### config.mk
export PLATFORM = sky130hd
export DESIGN_NAME = a0_capture_fifo_flat
export DESIGN_NICKNAME = d
export VERILOG_FILES = /design/src/rtl/a0_capture_fifo_if.sv /design/src/rtl/a0_capture_fifo.sv /design/src/flat_wrapper.sv
export SDC_FILE = /design/constraint.sdc
export NUM_CORES = 1
export LEC_CHECK = 0
export ABC_AREA = 1
export CAP_MARGIN = 20
export CORE_UTILIZATION = 25
export CTS_CLUSTER_SIZE = 14
export DETAILED_ROUTE_END_ITERATION = 16
export RECOVER_POWER = 50
export SLEW_MARGIN = 10
export SYNTH_ARGS = -nofsm -noshare
export SYNTH_HDL_FRONTEND = slang
export SYNTH_SLANG_ARGS = --single-unit
### constraint.sdc
create_clock -name clk -period 4 [get_ports clk]
set_input_delay 0.6 -clock clk [delete_from_list [all_inputs] [get_ports clk]]
set_output_delay 0.6 -clock clk [all_outputs]
set_load 0.02 [all_outputs]
### src/rtl/a0_capture_fifo_if.sv
// Bundles the a0 capture inputs and the valid/ready drain stream of a0_capture_fifo.
// The out_ts signal exists only when A0_CAPTURE_TS_EN is defined.
interface a0_capture_fifo_if #(
    parameter int DATA_WIDTH = 32,
    parameter int DEPTH      = 8,
    parameter int TS_WIDTH   = 16
);
    logic [DATA_WIDTH-1:0]    a0_in;
    logic                     capture_en;
    logic [DATA_WIDTH-1:0]    out_data;
    logic                     out_valid;
    logic                     out_ready;
    logic [$clog2(DEPTH):0]   count;
    logic                     overflow;
    logic                     clear_ovf;
`ifdef A0_CAPTURE_TS_EN
    logic [TS_WIDTH-1:0]      out_ts;
`endif

    if (TS_WIDTH < 1) begin : g_bad_ts_width
        $error("a0_capture_fifo_if: TS_WIDTH must be at least 1");
    end

    modport master (
        output a0_in, capture_en, out_ready, clear_ovf,
        input  out_data, out_valid, count, overflow
`ifdef A0_CAPTURE_TS_EN
        , input out_ts
`endif
    );

    modport slave (
        input  a0_in, capture_en, out_ready, clear_ovf,
        output out_data, out_valid, count, overflow
`ifdef A0_CAPTURE_TS_EN
        , output out_ts
`endif
    );
endinterface

### src/rtl/a0_capture_fifo.sv
// Captures every change of the core's a0 output into a first-word-fall-through FIFO.
// Define A0_CAPTURE_TS_EN to stamp each entry with a free-running cycle count (out_ts).
module a0_capture_fifo #(
    parameter int DATA_WIDTH = 32,
    parameter int DEPTH      = 8,
    parameter int TS_WIDTH   = 16
) (
    input  logic               clk,
    input  logic               rst_n,
    a0_capture_fifo_if.slave   bus
);
    localparam int AW = $clog2(DEPTH);
    localparam int CW = AW + 1;

    if (DEPTH < 2 || (DEPTH & (DEPTH - 1)) != 0 || TS_WIDTH < 1) begin : g_bad_params
        $error("a0_capture_fifo: DEPTH must be a power of 2 >= 2 and TS_WIDTH >= 1");
    end

    logic [DATA_WIDTH-1:0] mem_q [DEPTH];
    logic [DATA_WIDTH-1:0] last_a0_q, last_a0_d;
    logic [AW-1:0]         wr_ptr_q, wr_ptr_d;
    logic [AW-1:0]         rd_ptr_q, rd_ptr_d;
    logic [CW-1:0]         count_q, count_d;
    logic                  ovf_q, ovf_d;

    logic chg, not_empty, pop, push_ok, drop;

    always_comb begin
        chg       = bus.capture_en && (bus.a0_in != last_a0_q);
        not_empty = (count_q != '0);
        pop       = not_empty && bus.out_ready;
        // A full FIFO still takes a push when the head leaves in the same cycle
        push_ok   = chg && ((count_q < CW'(DEPTH)) || pop);
        drop      = chg && !push_ok;

        last_a0_d = bus.capture_en ? bus.a0_in : last_a0_q;
        wr_ptr_d  = push_ok ? wr_ptr_q + AW'(1) : wr_ptr_q;
        rd_ptr_d  = pop     ? rd_ptr_q + AW'(1) : rd_ptr_q;

        count_d = count_q;
        unique case ({push_ok, pop})
            2'b10:   count_d = count_q + CW'(1);
            2'b01:   count_d = count_q - CW'(1);
            default: count_d = count_q;
        endcase

        ovf_d = ovf_q;
        if (drop)               ovf_d = 1'b1;
        else if (bus.clear_ovf) ovf_d = 1'b0;
    end

    always_ff @(posedge clk or negedge rst_n) begin
        if (!rst_n) begin
            last_a0_q <= '0;
            wr_ptr_q  <= '0;
            rd_ptr_q  <= '0;
            count_q   <= '0;
            ovf_q     <= 1'b0;
        end else begin
            last_a0_q <= last_a0_d;
            wr_ptr_q  <= wr_ptr_d;
            rd_ptr_q  <= rd_ptr_d;
            count_q   <= count_d;
            ovf_q     <= ovf_d;
        end
    end

    // Storage is not reset; out_valid gates anything stale
    always_ff @(posedge clk) begin
        if (push_ok) mem_q[wr_ptr_q] <= bus.a0_in;
    end

    assign bus.out_valid = not_empty;
    assign bus.out_data  = not_empty ? mem_q[rd_ptr_q] : '0;
    assign bus.count     = count_q;
    assign bus.overflow  = ovf_q;

`ifdef A0_CAPTURE_TS_EN
    logic [TS_WIDTH-1:0] ts_q;
    logic [TS_WIDTH-1:0] ts_mem_q [DEPTH];

    always_ff @(posedge clk or negedge rst_n) begin
        if (!rst_n) ts_q <= '0;
        else        ts_q <= ts_q + TS_WIDTH'(1);
    end

    always_ff @(posedge clk) begin
        if (push_ok) ts_mem_q[wr_ptr_q] <= ts_q;
    end

    assign bus.out_ts = not_empty ? ts_mem_q[rd_ptr_q] : '0;
`endif
endmodule

### src/flat_wrapper.sv
// flat-port wrapper written by rule: the top's interface ports become plain ports
module a0_capture_fifo_flat 
#(
    parameter int DATA_WIDTH = 32,
    parameter int DEPTH      = 8,
    parameter int TS_WIDTH   = 16
)
  (clk, rst_n, bus_a0_in, bus_capture_en, bus_out_ready, bus_clear_ovf, bus_out_data, bus_out_valid, bus_count, bus_overflow);
  a0_capture_fifo_if #(.DATA_WIDTH(DATA_WIDTH), .DEPTH(DEPTH), .TS_WIDTH(TS_WIDTH)) bus_i ();
  input  logic clk;
  input  logic rst_n;
  input wire logic [$bits(bus_i.a0_in)-1:0] bus_a0_in;
  input wire logic [$bits(bus_i.capture_en)-1:0] bus_capture_en;
  input wire logic [$bits(bus_i.out_ready)-1:0] bus_out_ready;
  input wire logic [$bits(bus_i.clear_ovf)-1:0] bus_clear_ovf;
  output wire logic [$bits(bus_i.out_data)-1:0] bus_out_data;
  output wire logic [$bits(bus_i.out_valid)-1:0] bus_out_valid;
  output wire logic [$bits(bus_i.count)-1:0] bus_count;
  output wire logic [$bits(bus_i.overflow)-1:0] bus_overflow;
  assign bus_i.a0_in = bus_a0_in;
  assign bus_i.capture_en = bus_capture_en;
  assign bus_i.out_ready = bus_out_ready;
  assign bus_i.clear_ovf = bus_clear_ovf;
  assign bus_out_data = bus_i.out_data;
  assign bus_out_valid = bus_i.out_valid;
  assign bus_count = bus_i.count;
  assign bus_overflow = bus_i.overflow;
  a0_capture_fifo #(.DATA_WIDTH(DATA_WIDTH), .DEPTH(DEPTH), .TS_WIDTH(TS_WIDTH)) u_core (.clk(clk), .rst_n(rst_n), .bus(bus_i));
endmodule
**Yosys cells after proc, flatten, opt, wreduce, memory -nomap -nowiden**

Memories as Yosys holds them, arrays and structs flattened.
Cells that the tools add are included.

- Muxes and demuxes: 6
- Eq/ne operators: 3
- Reduce and logical (&&, ||, !) cells: 9
- $add $sub $neg: 4
- $lt $le $gt $ge: 1

Operator list:

| cell | count |
|---|---|
| 32-bit 2-to-1 mux | 1 |
| 32-bit != test | 1 |
| 4-bit case mux with 2 select lines | 1 |
| 3-bit by 1-bit adder with 3-bit output, second input constant | 2 |
| 4-bit by 1-bit adder with 4-bit output, second input constant | 1 |
| 1-bit logical AND | 4 |
| 4-bit < comparator, second input constant | 1 |
| 1-bit 2-to-1 mux | 4 |
| 2-bit nonzero test | 2 |
| 4-bit nonzero test | 1 |
| 4-bit by 1-bit subtractor with 4-bit output, second input constant | 1 |
| 2-bit by 1-bit == test with 1-bit output, second input constant | 1 |
| 2-bit == test, second input constant | 1 |
| 1-bit logical NOT | 1 |
| 1-bit logical OR | 1 |

- Memories: 1
- RAM bits: 256
- Bits in registers: 43
- Output and inout port bits: 38
- Input port bits: 37

Memory list:

| name | depth | width | rd ports | clocked after Yosys merged registers in | write ports | line | RTL |
|---|---|---|---|---|---|---|---|
| u_core.mem_q | 8 | 32 | 1 | 0 | 1 | a0_capture_fifo.sv:19 | `logic [DATA_WIDTH-1:0] mem_q [DEPTH];` |

**Longest topological paths before layout**

Gate-level depths: netlist of the first run.

- Word-level depth: 7
- Depth in mapped cells: 17
- Gate-level depth less buffers: 16

**Worst setup path after synthesis of the first run**

Ideal clock, no wire load.

- Path type: input port to flip-flop
- Start point: input port bus_a0_in[19]
- End point: memory u_core.mem_q[0][0], enable pin
- Data required time: 3.579 ns
- Slack: 0.958 ns
- Data arrival time: 2.621 ns
- Buffers on the path: 1
- Cell stages on the path: 11
- Cell sequence: inv_1 > nand2_1 > nand2_1 > nand2_1 > nor2_1 > nand2_1 > nor2_1 > nand2_1 > nand3_2 > buf_6 > nor2_1

- Word-level cells in the longest chain between the ends: 5

Ends and longest elaborated chain:

| what | line | RTL |
|---|---|---|
| start: declaration | flat_wrapper.sv:12 | `input wire logic [$bits(bus_i.a0_in)-1:0] bus_a0_in;` |
| 32-bit != test | a0_capture_fifo.sv:29 | `chg = bus.capture_en && (bus.a0_in != last_a0_q);` |
| 1-bit logical AND | a0_capture_fifo.sv:29 |  |
| 1-bit logical AND | a0_capture_fifo.sv:33 | `push_ok = chg && ((count_q < CW'(DEPTH)) \|\| pop);` |
| 1-bit 2-to-1 mux | a0_capture_fifo.sv:70 | `if (push_ok) mem_q[wr_ptr_q] <= bus.a0_in;` |
| 1-bit 2-to-1 mux (implied by the code) | a0_capture_fifo.sv:70 |  |
| end: declaration | a0_capture_fifo.sv:19 |  |

No other way between the ends.

**Final worst setup path of the first run**

- Start point: register u_core.rd_ptr_q[1]
- End point: output port bus_out_data[12]

- Word-level cells in the longest chain between the ends: 2

Ends and longest elaborated chain:

| what | line | RTL |
|---|---|---|
| start: declaration | a0_capture_fifo.sv:22 | `logic [AW-1:0] rd_ptr_q, rd_ptr_d;` |
| start signal: assignment | a0_capture_fifo.sv:62 | `rd_ptr_q <= rd_ptr_d;` |
| memory 8 x 32 bit | - |  |
| 32-bit 2-to-1 mux | a0_capture_fifo.sv:74 | `assign bus.out_data = not_empty ? mem_q[rd_ptr_q] : '0;` |
| end: declaration | flat_wrapper.sv:16 | `output wire logic [$bits(bus_i.out_data)-1:0] bus_out_data;` |

No other way between the ends.

==> PnR_summary.wiki, run 1 <==
{| class="wikitable"
! Metric !! Value
|-
| DP Wirelength || roughly 18,000 um
|-
| Setup crit start kind || flip-flop
|-
| Clk Latency, worst-skew pair || 510 ps
|-
| Starting utilization of the core area || 25.4%
|-
| Die outline area || roughly 0.05 mm2
|-
| Post-Synthesis Cell Area || between 0.01 and 0.015 mm2
|-
| Per-instance average area after synthesis || 12.6 um2
|-
| Depth of the CTS H-tree || 2
|-
| Logic pwr share || 37.6%
|-
| First-pass detailed-route iteration total || 5
|-
| Post-Syn Instances || 987
|-
| Weighted congestion reported at the end of routability-driven placement || roughly 0.7
|-
| Category of the critical setup timing path || reg -> out
|-
| Finish-stage setup viols || 0
|-
| Seq/Total Area, Yosys || 70.5%
|-
| Number of max-slew violations in the final report || 46
|-
| Shortest period the worst path allows || 3630 ps
|-
| Detailed-route via count || 7,847
|-
| Number of warnings reported in the yosys synthesis log || 0
|-
| Met1 Track Usage GR || 16.3%
|-
| DR DRC count || 0
|-
| Result of the run || finished, violations left
|-
| Total Neg Setup Slack || 0 ps
|-
| Clock tree sinks || 299
|-
| Number of rows created at floorplan || ~80
|-
| Met3 Use GR || 2.56%
|-
| Seq cells post-synth || 299
|-
| Register share of total power || between 30% and 40%
|-
| Number of distinct library cell variants in the gate-level netlist after synthesis || 25
|-
| Critical path required time || 3400 ps
|-
| Clock Tree Root || sky130_fd_sc_hd__clkbuf_16
|-
| Number of buffers added for setup after CTS || 0
|-
| Floorplan die width || roughly 220 um
|-
| Area Overhead vs Synth || 21.2%
|-
| Sw Share || between 30% and 40%
|-
| NumNets Final || ~1,100
|-
| First-pass GRT wire length || 46,300 um
|-
| Power share of the clock group || 26.2%
|-
| Total CTS buffers || 34
|-
| TritonCTS clock tree || built
|-
| Initial antenna violation count || 8
|-
| Average wire per standard cell || 17.1 um
|-
| Resized Gates After CTS || 0
|-
| Startpoint of the worst register-to-register path || u_core.bus.count[1]
|-
| Critical register-to-register path endpoint || u_core.mem_q[2][27]
|-
| Post-route ant nets || 0
|-
| Internal power contribution || 7090 uW
|-
| Maximum clock path buffer count || 3
|-
| Number of hold buffers added after cts || 0
|-
| Cell total after placement || about 1,700
|-
| Cell count of the worst reg-to-reg path || 8
|-
| Total track usage || 12.0%
|-
| Slew Limit Headroom || -62.6%
|-
| Cell types with the largest area share after synthesis || sky130_fd_sc_hd__edfxtp_1 (62%), sky130_fd_sc_hd__dfrtp_1 (8.7%), sky130_fd_sc_hd__nor2_1 (8.4%)
|-
| Number of DRC markers in iteration 0 || 594
|-
| Class of the tightest hold or removal check || in -> async
|-
| Maximum number of pins on one net before global-route repair || 130
|-
| Via count of the first global-routing pass || roughly 7,900
|-
| Synthesized net count || just over 1,000
|-
| Largest driver fanout on the critical path || 52
|-
| Worst-Margin Slew || 2440 ps
|-
| Worst setup skew after layout || 28.6 ps
|-
| Violations in the final reports || capacitance limit, slew limit
|-
| Unrepaired setup endpoints after global routing || no
|-
| Area share of the leading cell type in the synthesized netlist || 61.8%
|-
| Global route hottest layer || met2
|-
| Portion of the clock cycle consumed by the worst path in the final layout || 90.6%
|-
| Worst Setup End Kind || output pin
|-
| Timing-limited maximum frequency || roughly 280 MHz
|-
| Minimum setup slack among reg-to-reg paths || 1200 ps
|-
| Crit path launch || u_core.rd_ptr_q[1]
|-
| Leakage power summed over all cells || approximately 0.0051 uW
|-
| Wire length after detailed routing || 30,200 um
|-
| Sw power || 4030 uW
|-
| I/O pin cnt || 75
|-
| M2 GR Usage || 19.0%
|-
| Worst-case vdd ir drop || 0.477 mV
|-
| CTS clock-pin slew for the worst setup and hold paths || 60 ps
|-
| Number of buffers inserted by port buffering || between 70 and 80
|-
| Via-to-Cell Ratio || 4.44
|-
| Final number of hold-violating endpoints || 0
|-
| Die Y-Extent || between 200 and 250 um
|-
| Overflow left after global routing || 0
|-
| Count of maximum capacitance violations || 1
|-
| PwrDens || 738 mW/mm2
|-
| Placeable core region || 0.0490 mm2
|-
| Arrival time at the worst endpoint || 3030 ps
|-
| Largest area contributor in the synthesized netlist || sky130_fd_sc_hd__edfxtp_1
|-
| Fraction of final layout cells with drive strength greater than 1 || 10.9%
|-
| Non-filler instance count after layout || 1,768
|}
how the worst max path moves through the flow:
stage               slack (ps)                  to
floorplan                  960  u_core.mem_q[0][0]
global placement           350  u_core.mem_q[4][9]
detailed placement         290  u_core.mem_q[2][2]
CTS                        320    bus_out_data[12]
global route               180    bus_out_data[12]
finish                     370    bus_out_data[12]
metal layers:
metal	up-vias	share of wire (%)	wire length [um]
met5	-	0.20	60
met4	10	2.2	665
met3	59	5.2	1580
met2	181	46	14000
met1	3883	46	14000
li1	3714	-	-
state kept, by name, indices dropped and copies added, names as in the netlist:
register	flops
u_core.mem_q	256
u_core.last_a0_q	32
u_core.bus.count	4
u_core.wr_ptr_q	3
u_core.rd_ptr_q	3
u_core.bus.overflow	1
logic make-up (layout without fill, tap and decap cells):
kind of cell	count (synthesis)	after routing	synth area share, %
AO/OA/AOI/OAI	174	174	9.90
flip-flops	299	299	70.5
other	0	2	0
multiplexers	23	23	2.08
AND/OR/NAND/NOR	368	368	11.4
adder cells (fa/ha/maj)	5	5	0.503
XOR/XNOR	31	31	2.18
buffers and inverters	87	202	3.46
through the flow:
step                hold slack (ps)  area (um2)  total power (uW)  setup slack [ps]  util (%)
floorplan                       304       12400              6640               958         -
global placement                511       14100              8260               350      28.8
detailed placement              518       14100              8330               292      28.8
CTS                             101       15100             11300               320      30.9
global route                    514       15100             11700               176      30.8
finish                          401       15100             11100               374      30.8
critical path: stages, from the launching register on:
cell                              delay (ps)
sky130_fd_sc_hd__dfrtp_4                 820
sky130_fd_sc_hd__buf_4                   360
sky130_fd_sc_hd__o21ai_0                 120
sky130_fd_sc_hd__o32ai_1                 130
sky130_fd_sc_hd__o21ai_0                 100
sky130_fd_sc_hd__nor2_1                  260
sky130_fd_sc_hd__clkdlybuf4s50_1         680
cell usage after synthesis:
| cell type | n |
|---|---|
| sky130_fd_sc_hd__a21oi_1 | 2 |
| sky130_fd_sc_hd__and3_1 | 1 |
| sky130_fd_sc_hd__buf_1 | 1 |
| sky130_fd_sc_hd__buf_2 | 17 |
| sky130_fd_sc_hd__buf_4 | 4 |
| sky130_fd_sc_hd__buf_6 | 9 |
| sky130_fd_sc_hd__clkbuf_1 | 28 |
| sky130_fd_sc_hd__dfrtp_1 | 43 |
| sky130_fd_sc_hd__edfxtp_1 | 256 |
| sky130_fd_sc_hd__ha_1 | 5 |
| sky130_fd_sc_hd__inv_1 | 27 |
| sky130_fd_sc_hd__inv_2 | 1 |
| sky130_fd_sc_hd__mux2_2 | 23 |
| sky130_fd_sc_hd__nand2_1 | 78 |
| sky130_fd_sc_hd__nand2_2 | 1 |
| sky130_fd_sc_hd__nand3_1 | 6 |
| sky130_fd_sc_hd__nand3_2 | 2 |
| sky130_fd_sc_hd__nand4_1 | 3 |
| sky130_fd_sc_hd__nor2_1 | 277 |
| sky130_fd_sc_hd__o21ai_0 | 96 |
| sky130_fd_sc_hd__o21ai_1 | 12 |
| sky130_fd_sc_hd__o32ai_1 | 48 |
| sky130_fd_sc_hd__o32ai_2 | 16 |
| sky130_fd_sc_hd__xnor2_1 | 26 |
| sky130_fd_sc_hd__xor2_1 | 5 |
final cells by class:
class	count	area [um2]
fill	4872	33900
sequential	299	8770
multi-input combinational	601	3300
timing repair buffer	113	1010
clock buffer	46	947
tap	664	831
inverter	28	108
clock inverter	15	100
antenna	2	5.00
placed cells by master, fill, tap and decap left out, types with 7 or more instances in the layout:
| cell | instances |
|---|---|
| sky130_fd_sc_hd__dfrtp_1 | 41 |
| sky130_fd_sc_hd__nand2_1 | 79 |
| sky130_fd_sc_hd__clkinv_1 | 7 |
| sky130_fd_sc_hd__buf_4 | 18 |
| sky130_fd_sc_hd__edfxtp_1 | 256 |
| sky130_fd_sc_hd__nor2_4 | 8 |
| sky130_fd_sc_hd__o32ai_1 | 48 |
| sky130_fd_sc_hd__clkbuf_16 | 35 |
| sky130_fd_sc_hd__o21ai_1 | 12 |
| sky130_fd_sc_hd__clkbuf_1 | 27 |
| sky130_fd_sc_hd__nor2_1 | 269 |
| sky130_fd_sc_hd__o21ai_0 | 96 |
| sky130_fd_sc_hd__inv_1 | 27 |
| sky130_fd_sc_hd__mux2_2 | 23 |
| sky130_fd_sc_hd__clkdlybuf4s50_1 | 40 |
| sky130_fd_sc_hd__dlygate4sd3_1 | 32 |
| sky130_fd_sc_hd__xnor2_1 | 26 |
| sky130_fd_sc_hd__o32ai_2 | 16 |
power groups by stage:
| stage | Sequential, uW | Clock, uW | Combinational [uW] |
|---|---|---|---|
| 2_1_floorplan | 3990 | 0 | 2660 |
| 3_5_place_dp | 4090 | 0 | 4240 |
| 3_3_place_gp | 4070 | 0 | 4190 |
| 5_1_grt | 4060 | 3090 | 4590 |
| 6_report | 4030 | 2920 | 4180 |
| 4_1_cts | 4020 | 2980 | 4270 |
(Power assumes the default switching activity.)
==> run 2: changes to the inputs <==
--- a/config.mk
+++ b/config.mk
@@ -10,6 +10,7 @@
 export CORE_UTILIZATION = 25
 export CTS_CLUSTER_SIZE = 14
 export DETAILED_ROUTE_END_ITERATION = 16
+export HOLD_SLACK_MARGIN = 0.12
 export RECOVER_POWER = 50
 export SLEW_MARGIN = 10
 export SYNTH_ARGS = -nofsm -noshare
==> run 2 against run 1 <==
  * The run still ends with capacitance limit, slew limit left
  * Power about the same
  * Design area hardly changed
  * Register-to-register slack about the same
  * Routed wire length decreased by 0.30%
  * First-iteration DRC count increased by 11%
  * Utilization hardly changed
  * Final cell count about the same
  * Combinational power is essentially flat
  * Worst setup slack improved by 5.7 ps
==> PnR_summary.wiki, run 2 (synthesis gave the netlist of run 1 again) <==
{| class="wikitable"
! Metric !! Value
|-
| Placeable core region || 0.0490 mm2 (unchanged)
|-
| Clock tree sinks || 299 (unchanged)
|-
| Resized Gates After CTS || 0 (unchanged)
|-
| Leakage power summed over all cells || 0.00511 uW (was 0.00510 uW)
|-
| Setup crit start kind || flip-flop (unchanged)
|-
| Reg with most FFs || u_core.mem_q (unchanged)
|-
| Most common cell type on the critical path || sky130_fd_sc_hd__o21ai_0 (unchanged)
|-
| TritonCTS clock tree || built (unchanged)
|-
| Area Overhead vs Synth || 21.3% (was 21.2%)
|-
| Result of the run || finished, violations left (unchanged)
|-
| Post-route ant nets || 0 (unchanged)
|-
| Number of DRC markers in iteration 0 || 657 (was 594)
|-
| Wire length after detailed routing || 30,100 um (was 30,200 um)
|-
| Clk Latency, worst-skew pair || 510 ps (about the same)
|-
| CTS clock-pin slew for the worst setup and hold paths || 60 ps (about the same)
|-
| Number of max-slew violations in the final report || 46 (unchanged)
|-
| Class of the tightest hold or removal check || reg -> reg (was in -> async)
|-
| Arrival time at the worst endpoint || 3020 ps (was 3030 ps)
|-
| Final number of hold-violating endpoints || 0 (unchanged)
|-
| Worst path cell trace || buf_4 -> o21ai_0 -> o32ai_1 -> o21ai_0 -> nor2_1 -> clkdlybuf4s50_1 (unchanged)
|-
| Total Neg Setup Slack || 0 ps (unchanged)
|-
| Most common cell after layout, fill and taps aside || sky130_fd_sc_hd__nor2_1 (unchanged)
|-
| Critical register-to-register path endpoint || u_core.mem_q[4][1] (was u_core.mem_q[2][27])
|-
| NumNets Final || 1,120 (was 1,119)
|-
| Depth of the CTS H-tree || 2 (unchanged)
|-
| Worst-Margin Slew || 2440 ps (about the same)
|-
| Worst Setup End Kind || output pin (unchanged)
|-
| Filler Cells Inserted || 4,874 (was 4,872)
|-
| Flip-flop and latch area || 0.00877 mm2 (unchanged)
|-
| Timing-limited maximum frequency || 276 MHz (about the same)
|-
| Overflow left after global routing || 0 (unchanged)
|-
| Worst setup skew after layout || 29.7 ps (was 28.6 ps)
|-
| Average wire per standard cell || 17.0 um (was 17.1 um)
|-
| Cell count of the worst reg-to-reg path || 8 (unchanged)
|-
| Category of the critical setup timing path || reg -> out (unchanged)
|-
| Floorplan die width || 225 um (unchanged)
|-
| Minimum setup slack among reg-to-reg paths || 1200 ps (about the same)
|-
| Unrepaired setup endpoints after global routing || no (unchanged)
|-
| Fraction of final layout cells with drive strength greater than 1 || 10.9% (about the same)
|-
| Largest stage delay on the critical path || 820 ps (about the same)
|-
| Number of hold buffers added after cts || 1 (was 0)
|-
| Maximum clock path buffer count || 3 (unchanged)
|-
| Starting utilization of the core area || 25.4% (unchanged)
|-
| Number of buffers added for setup after CTS || 0 (unchanged)
|-
| DP Wirelength || 17,700 um (unchanged)
|-
| Finish-stage setup viols || 0 (unchanged)
|-
| Commonest cells after routing, fill and taps aside || sky130_fd_sc_hd__nor2_1 (269), sky130_fd_sc_hd__edfxtp_1 (256), sky130_fd_sc_hd__o21ai_0 (96) (unchanged)
|-
| Initial antenna violation count || 8 (unchanged)
|-
| Via-to-Cell Ratio || 4.44 (about the same)
|-
| I/O pin cnt || 75 (unchanged)
|-
| DR DRC count || 0 (unchanged)
|-
| Clock Tree Root || sky130_fd_sc_hd__clkbuf_16 (unchanged)
|-
| Startpoint of the tightest hold check path || u_core.last_a0_q[2]
|-
| Endpoint of the worst hold path || u_core.last_a0_q[2]
|-
| Weighted congestion reported at the end of routability-driven placement || 0.711 (unchanged)
|-
| Number of buffers inserted by port buffering || 74 (unchanged)
|-
| Worst-case vdd ir drop || 0.473 mV (was 0.477 mV)
|-
| Max reg flops || 256 (unchanged)
|-
| Total CTS buffers || 34 (unchanged)
|-
| Total track usage || 12.0% (about the same)
|-
| First-pass detailed-route iteration total || 5 (unchanged)
|-
| Slew Limit Headroom || -62.4% (was -62.6%)
|-
| Die Y-Extent || 225 um (unchanged)
|-
| Number of rows created at floorplan || 81 (unchanged)
|-
| Die outline area || 0.0506 mm2 (unchanged)
|-
| Count of maximum capacitance violations || 1 (unchanged)
|-
| PwrDens || 738 mW/mm2 (about the same)
|-
| Via count of the first global-routing pass || 7,871 (was 7,865)
|-
| Detailed-route via count || 7,860 (was 7,847)
|-
| Final non-filler cell area || 0.0151 mm2 (about the same)
|-
| Slowest cell on the critical path || sky130_fd_sc_hd__dfrtp_4 (unchanged)
|-
| Largest driver fanout on the critical path || 52 (unchanged)
|-
| First-pass GRT wire length || 46,300 um (about the same)
|-
| Startpoint of the worst register-to-register path || u_core.bus.count[1] (unchanged)
|-
| Post-DP Area || 0.0141 mm2 (unchanged)
|-
| Number of stages on the worst hold path || 1
|-
| Fin Hold WS || 528 ps (was 401 ps)
|-
| Portion of the clock cycle consumed by the worst path in the final layout || 90.5% (was 90.6%)
|-
| Multi-input logic area || 0.00330 mm2 (unchanged)
|-
| Violations in the final reports || capacitance limit, slew limit (unchanged)
|-
| Maximum number of pins on one net before global-route repair || 130 (unchanged)
|-
| Critical path required time || 3400 ps (about the same)
|-
| Shortest period the worst path allows || 3620 ps (was 3630 ps)
|}
==> run 2: cell count changes in the layout (fill, tap and decap cells not counted), sizes merged <==
cell         previous run  this run
dlygate4sd3            32        33
==> run 2: layout make-up <==
cell class,instances,share of cell area (%)
antenna,2,0.0332
multi-input combinational,601,21.9
clock inverter,15,0.664
tap,664,5.51
timing repair buffer,114,6.75
sequential,299,58.2
clock buffer,46,6.28
inverter,28,0.714
==> run 2: worst max path at each step <==
stage                         endpoint  slack [ps]               start
floorplan           u_core.mem_q[0][0]         960       bus_a0_in[19]
global placement    u_core.mem_q[4][9]         350        bus_a0_in[1]
detailed placement  u_core.mem_q[2][2]         290        bus_a0_in[0]
CTS                   bus_out_data[12]         320  u_core.rd_ptr_q[1]
global route          bus_out_data[12]         180  u_core.rd_ptr_q[1]
finish                bus_out_data[12]         380  u_core.rd_ptr_q[1]
==> run 2: worst max-delay path: cells and delay by family (launching register included) <==
family | cells | cell delay, ps
buffers and inverters | 2 | 1040
AND/OR/NAND/NOR | 1 | 270
AO/OA/AOI/OAI | 3 | 350
flip-flops | 1 | 820
==> run 2: stage by stage <==
stage	total power [uW]	setup WS, ps	std cells	utilization (%)
6_report	11100	380	1769	30.8
4_1_cts	11300	320	1767	30.9
5_1_grt	11700	176	1769	30.8
3_5_place_dp	8330	292	1705	28.8
2_1_floorplan	6640	958	987	-
3_3_place_gp	8260	350	1705	28.8
==> run 2: report_power, final <==
group / switching, uW / internal (uW) / total (uW)
Sequential: 234 / 3790 / 4020
Combinational: 2600 / 1570 / 4170
Clock: 1200 / 1720 / 2920
==> run 2: per-layer routing <==
metal | vias to the layer above | GRT usage [%] | routed length [um]
met5 | - | 0 | 60
met2 | 203 | 19.0 | 13900
li1 | 3718 | - | -
met1 | 3869 | 16.3 | 13800
met3 | 60 | 2.52 | 1710
met4 | 10 | 3.95 | 665
==> run 3: changes to the inputs <==
--- a/config.mk
+++ b/config.mk
@@ -7,10 +7,11 @@
 export LEC_CHECK = 0
 export ABC_AREA = 1
 export CAP_MARGIN = 20
-export CORE_UTILIZATION = 25
+export CORE_UTILIZATION = 50
 export CTS_CLUSTER_SIZE = 14
 export DETAILED_ROUTE_END_ITERATION = 16
 export HOLD_SLACK_MARGIN = 0.12
+export PLACE_DENSITY = 0.69
 export RECOVER_POWER = 50
 export SLEW_MARGIN = 10
 export SYNTH_ARGS = -nofsm -noshare
==> run 3 against run 2 <==
  * The run still ends with capacitance limit, slew limit left
  * Sequential power grew 2%
  * Utilization grew 29 points
  * Flip-flop and latch count is the same
  * Via count shrank 1.5%
  * Clock power shrank 12%
  * Sequential share of layout area grew 2.4 points
  * Critical path type unchanged
==> PnR_summary.wiki, run 3 (synthesis gave the netlist of run 1 again) <==
{| class="wikitable"
! Metric !! Value
|-
| Maximum number of pins on one net before global-route repair || 65 (was 130)
|-
| Area Overhead vs Synth || 16.4% (was 21.3%)
|-
| Class of the tightest hold or removal check || reg -> reg (unchanged)
|-
| Fin Hold WS || 503 ps (was 528 ps)
|-
| Overflow left after global routing || 0 (unchanged)
|-
| TritonCTS clock tree || built (unchanged)
|-
| Worst setup skew after layout || 19.9 ps (was 29.7 ps)
|-
| Wire length after detailed routing || 25,600 um (was 30,100 um)
|-
| NumNets Final || 1,102 (was 1,120)
|-
| Most common cell after layout, fill and taps aside || sky130_fd_sc_hd__nor2_1 (unchanged)
|-
| Fraction of final layout cells with drive strength greater than 1 || 10.7% (was 10.9%)
|-
| Largest driver fanout on the critical path || 56 (was 52)
|-
| I/O pin cnt || 75 (unchanged)
|-
| Multi-input logic area || 0.00330 mm2 (about the same)
|-
| Startpoint of the tightest hold check path || u_core.bus.overflow (was u_core.last_a0_q[2])
|-
| Unrepaired setup endpoints after global routing || no (unchanged)
|-
| Number of stages on the worst hold path || 2 (was 1)
|-
| Category of the critical setup timing path || reg -> out (unchanged)
|-
| Average wire per standard cell || 18.2 um (was 17.0 um)
|-
| DR DRC count || 0 (unchanged)
|-
| Depth of the CTS H-tree || 1 (was 2)
|-
| Slew Limit Headroom || -56.7% (was -62.4%)
|-
| Setup crit start kind || flip-flop (unchanged)
|-
| Initial antenna violation count || 0 (was 8)
|-
| Detailed-route via count || 7,741 (was 7,860)
|-
| Portion of the clock cycle consumed by the worst path in the final layout || 94.7% (was 90.5%)
|-
| DP Wirelength || 14,300 um (was 17,700 um)
|-
| Post-route ant nets || 0 (unchanged)
|-
| Reg with most FFs || u_core.mem_q (unchanged)
|-
| Non-filler instance count after layout || 1,407 (was 1,769)
|-
| Result of the run || finished, violations left (unchanged)
|-
| Critical path required time || 3400 ps (about the same)
|-
| First-pass detailed-route iteration total || 7 (was 5)
|-
| Number of buffers added for setup after CTS || 0 (unchanged)
|-
| Startpoint of the worst register-to-register path || u_core.bus.count[1] (unchanged)
|-
| Finish-stage setup viols || 0 (unchanged)
|-
| Number of max-slew violations in the final report || 78 (was 46)
|-
| Count of maximum capacitance violations || 2 (was 1)
|-
| First-pass GRT wire length || 41,000 um (was 46,300 um)
|-
| Total Neg Setup Slack || 0 ps (unchanged)
|-
| Minimum setup slack among reg-to-reg paths || 1170 ps (was 1200 ps)
|-
| Clock tree sinks || 299 (unchanged)
|-
| Finished Core Util || 59.5% (was 30.8%)
|-
| Endpoint of the worst hold path || u_core.bus.overflow (was u_core.last_a0_q[2])
|-
| Cell total after placement || 1,353 (was 1,705)
|-
| Total track usage || 20.6% (was 12.0%)
|-
| Violations in the final reports || capacitance limit, slew limit (unchanged)
|-
| Number of hold buffers added after cts || 0 (was 1)
|-
| PwrDens || 732 mW/mm2 (was 738 mW/mm2)
|-
| Filler Cells Inserted || 1,894 (was 4,874)
|-
| Max reg flops || 256 (unchanged)
|-
| Die Y-Extent || 160 um (was 225 um)
|-
| Final number of hold-violating endpoints || 0 (unchanged)
|-
| Leakage power summed over all cells || 0.00502 uW (was 0.00511 uW)
|-
| Arrival time at the worst endpoint || 3190 ps (was 3020 ps)
|-
| Commonest cells after routing, fill and taps aside || sky130_fd_sc_hd__nor2_1 (269), sky130_fd_sc_hd__edfxtp_1 (256), sky130_fd_sc_hd__o21ai_0 (96) (unchanged)
|-
| Clk Latency, worst-skew pair || 550 ps (was 510 ps)
|-
| Cell count of the worst reg-to-reg path || 12 (was 8)
|-
| Die outline area || 0.0255 mm2 (was 0.0506 mm2)
|-
| CTS clock-pin slew for the worst setup and hold paths || 60 ps (about the same)
|-
| Worst-Margin Slew || 2350 ps (was 2440 ps)
|-
| Crit path launch || u_core.rd_ptr_q[0] (was u_core.rd_ptr_q[1])
|-
| Via count of the first global-routing pass || 7,575 (was 7,871)
|-
| Flip-flop and latch area || 0.00877 mm2 (unchanged)
|-
| Number of buffers inserted by port buffering || 74 (unchanged)
|-
| Timing-limited maximum frequency || 264 MHz (was 276 MHz)
|-
| Clock Tree Root || sky130_fd_sc_hd__clkbuf_16 (unchanged)
|-
| Critical register-to-register path endpoint || u_core.bus.count[3] (was u_core.mem_q[4][1])
|-
| Shortest period the worst path allows || 3790 ps (was 3620 ps)
|-
| Via-to-Cell Ratio || 5.50 (was 4.44)
|-
| Number of rows created at floorplan || 57 (was 81)
|-
| Floorplan die width || 160 um (was 225 um)
|-
| Resized Gates After CTS || 0 (unchanged)
|-
| Weighted congestion reported at the end of routability-driven placement || 0.745 (was 0.711)
|-
| Worst Setup End Kind || output pin (unchanged)
|-
| Maximum clock path buffer count || 3 (unchanged)
|-
| Number of DRC markers in iteration 0 || 634 (was 657)
|-
| Antenna diode count || 0 (was 2)
|-
| Total CTS buffers || 29 (was 34)
|-
| Worst-case vdd ir drop || 0.469 mV (was 0.473 mV)
|-
| Starting utilization of the core area || 51.1% (was 25.4%)
|-
| Placeable core region || 0.0243 mm2 (was 0.0490 mm2)
|}
==> run 3: cell count changes in the layout (fill, tap and decap cells not counted), sizes merged <==
cell | before | now
clkinv | 11 | 5
diode | 2 | 0
inv | 29 | 30
clkbuf | 65 | 50
dlygate4sd3 | 33 | 32
buf | 22 | 23
==> run 3: metrics by stage <==
step / setup WS (ps) / power, uW / instance area [um2]
after floorplan: 958 / 6640 / 12400
after global placement: 693 / 8040 / 13600
after detailed placement: 582 / 8100 / 13600
after CTS: 216 / 10700 / 14500
after global routing: 5.63 / 11200 / 14500
final: 211 / 10600 / 14500
==> run 3: area by class of cell <==
cell class | count | area share, %
timing repair buffer | 101 | 6.85
multi-input combinational | 601 | 22.8
inverter | 28 | 0.743
sequential | 299 | 60.6
clock buffer | 44 | 5.61
tap | 324 | 2.80
clock inverter | 10 | 0.605
==> run 3: where the power goes <==
group	leakage, uW	internal [uW]	switching [uW]
clock	0.000433	1470	1110
sequential	0.00283	3780	305
combinational	0.00176	1560	2370
==> run 3: worst max-delay path, cell delays in order, from the launching register on <==
cell	delay, ps
sky130_fd_sc_hd__dfrtp_4	710
sky130_fd_sc_hd__buf_4	560
sky130_fd_sc_hd__nor2_1	100
sky130_fd_sc_hd__o32ai_1	320
sky130_fd_sc_hd__o21ai_0	150
sky130_fd_sc_hd__nor2_1	140
sky130_fd_sc_hd__clkdlybuf4s50_1	610
==> run 3: metal layers <==
metal	global-route usage, %	routed length [um]	up-vias	part of all wire (%)
met5	0	0	-	0
met4	5.29	377	0	1.5
met3	2.39	1370	37	5.3
met2	34.7	12400	225	48
met1	28.7	11500	3821	45
li1	-	-	3658	-
==> run 3: worst max-delay path by stage <==
stage	cells after the start	slack, ps	endpoint
finish	6	210	bus_out_data[16]
global route	6	6	bus_out_data[23]
CTS	6	220	bus_out_data[16]
detailed placement	15	580	u_core.bus.count[3]
global placement	15	690	u_core.bus.count[3]
floorplan	11	960	u_core.mem_q[0][0]
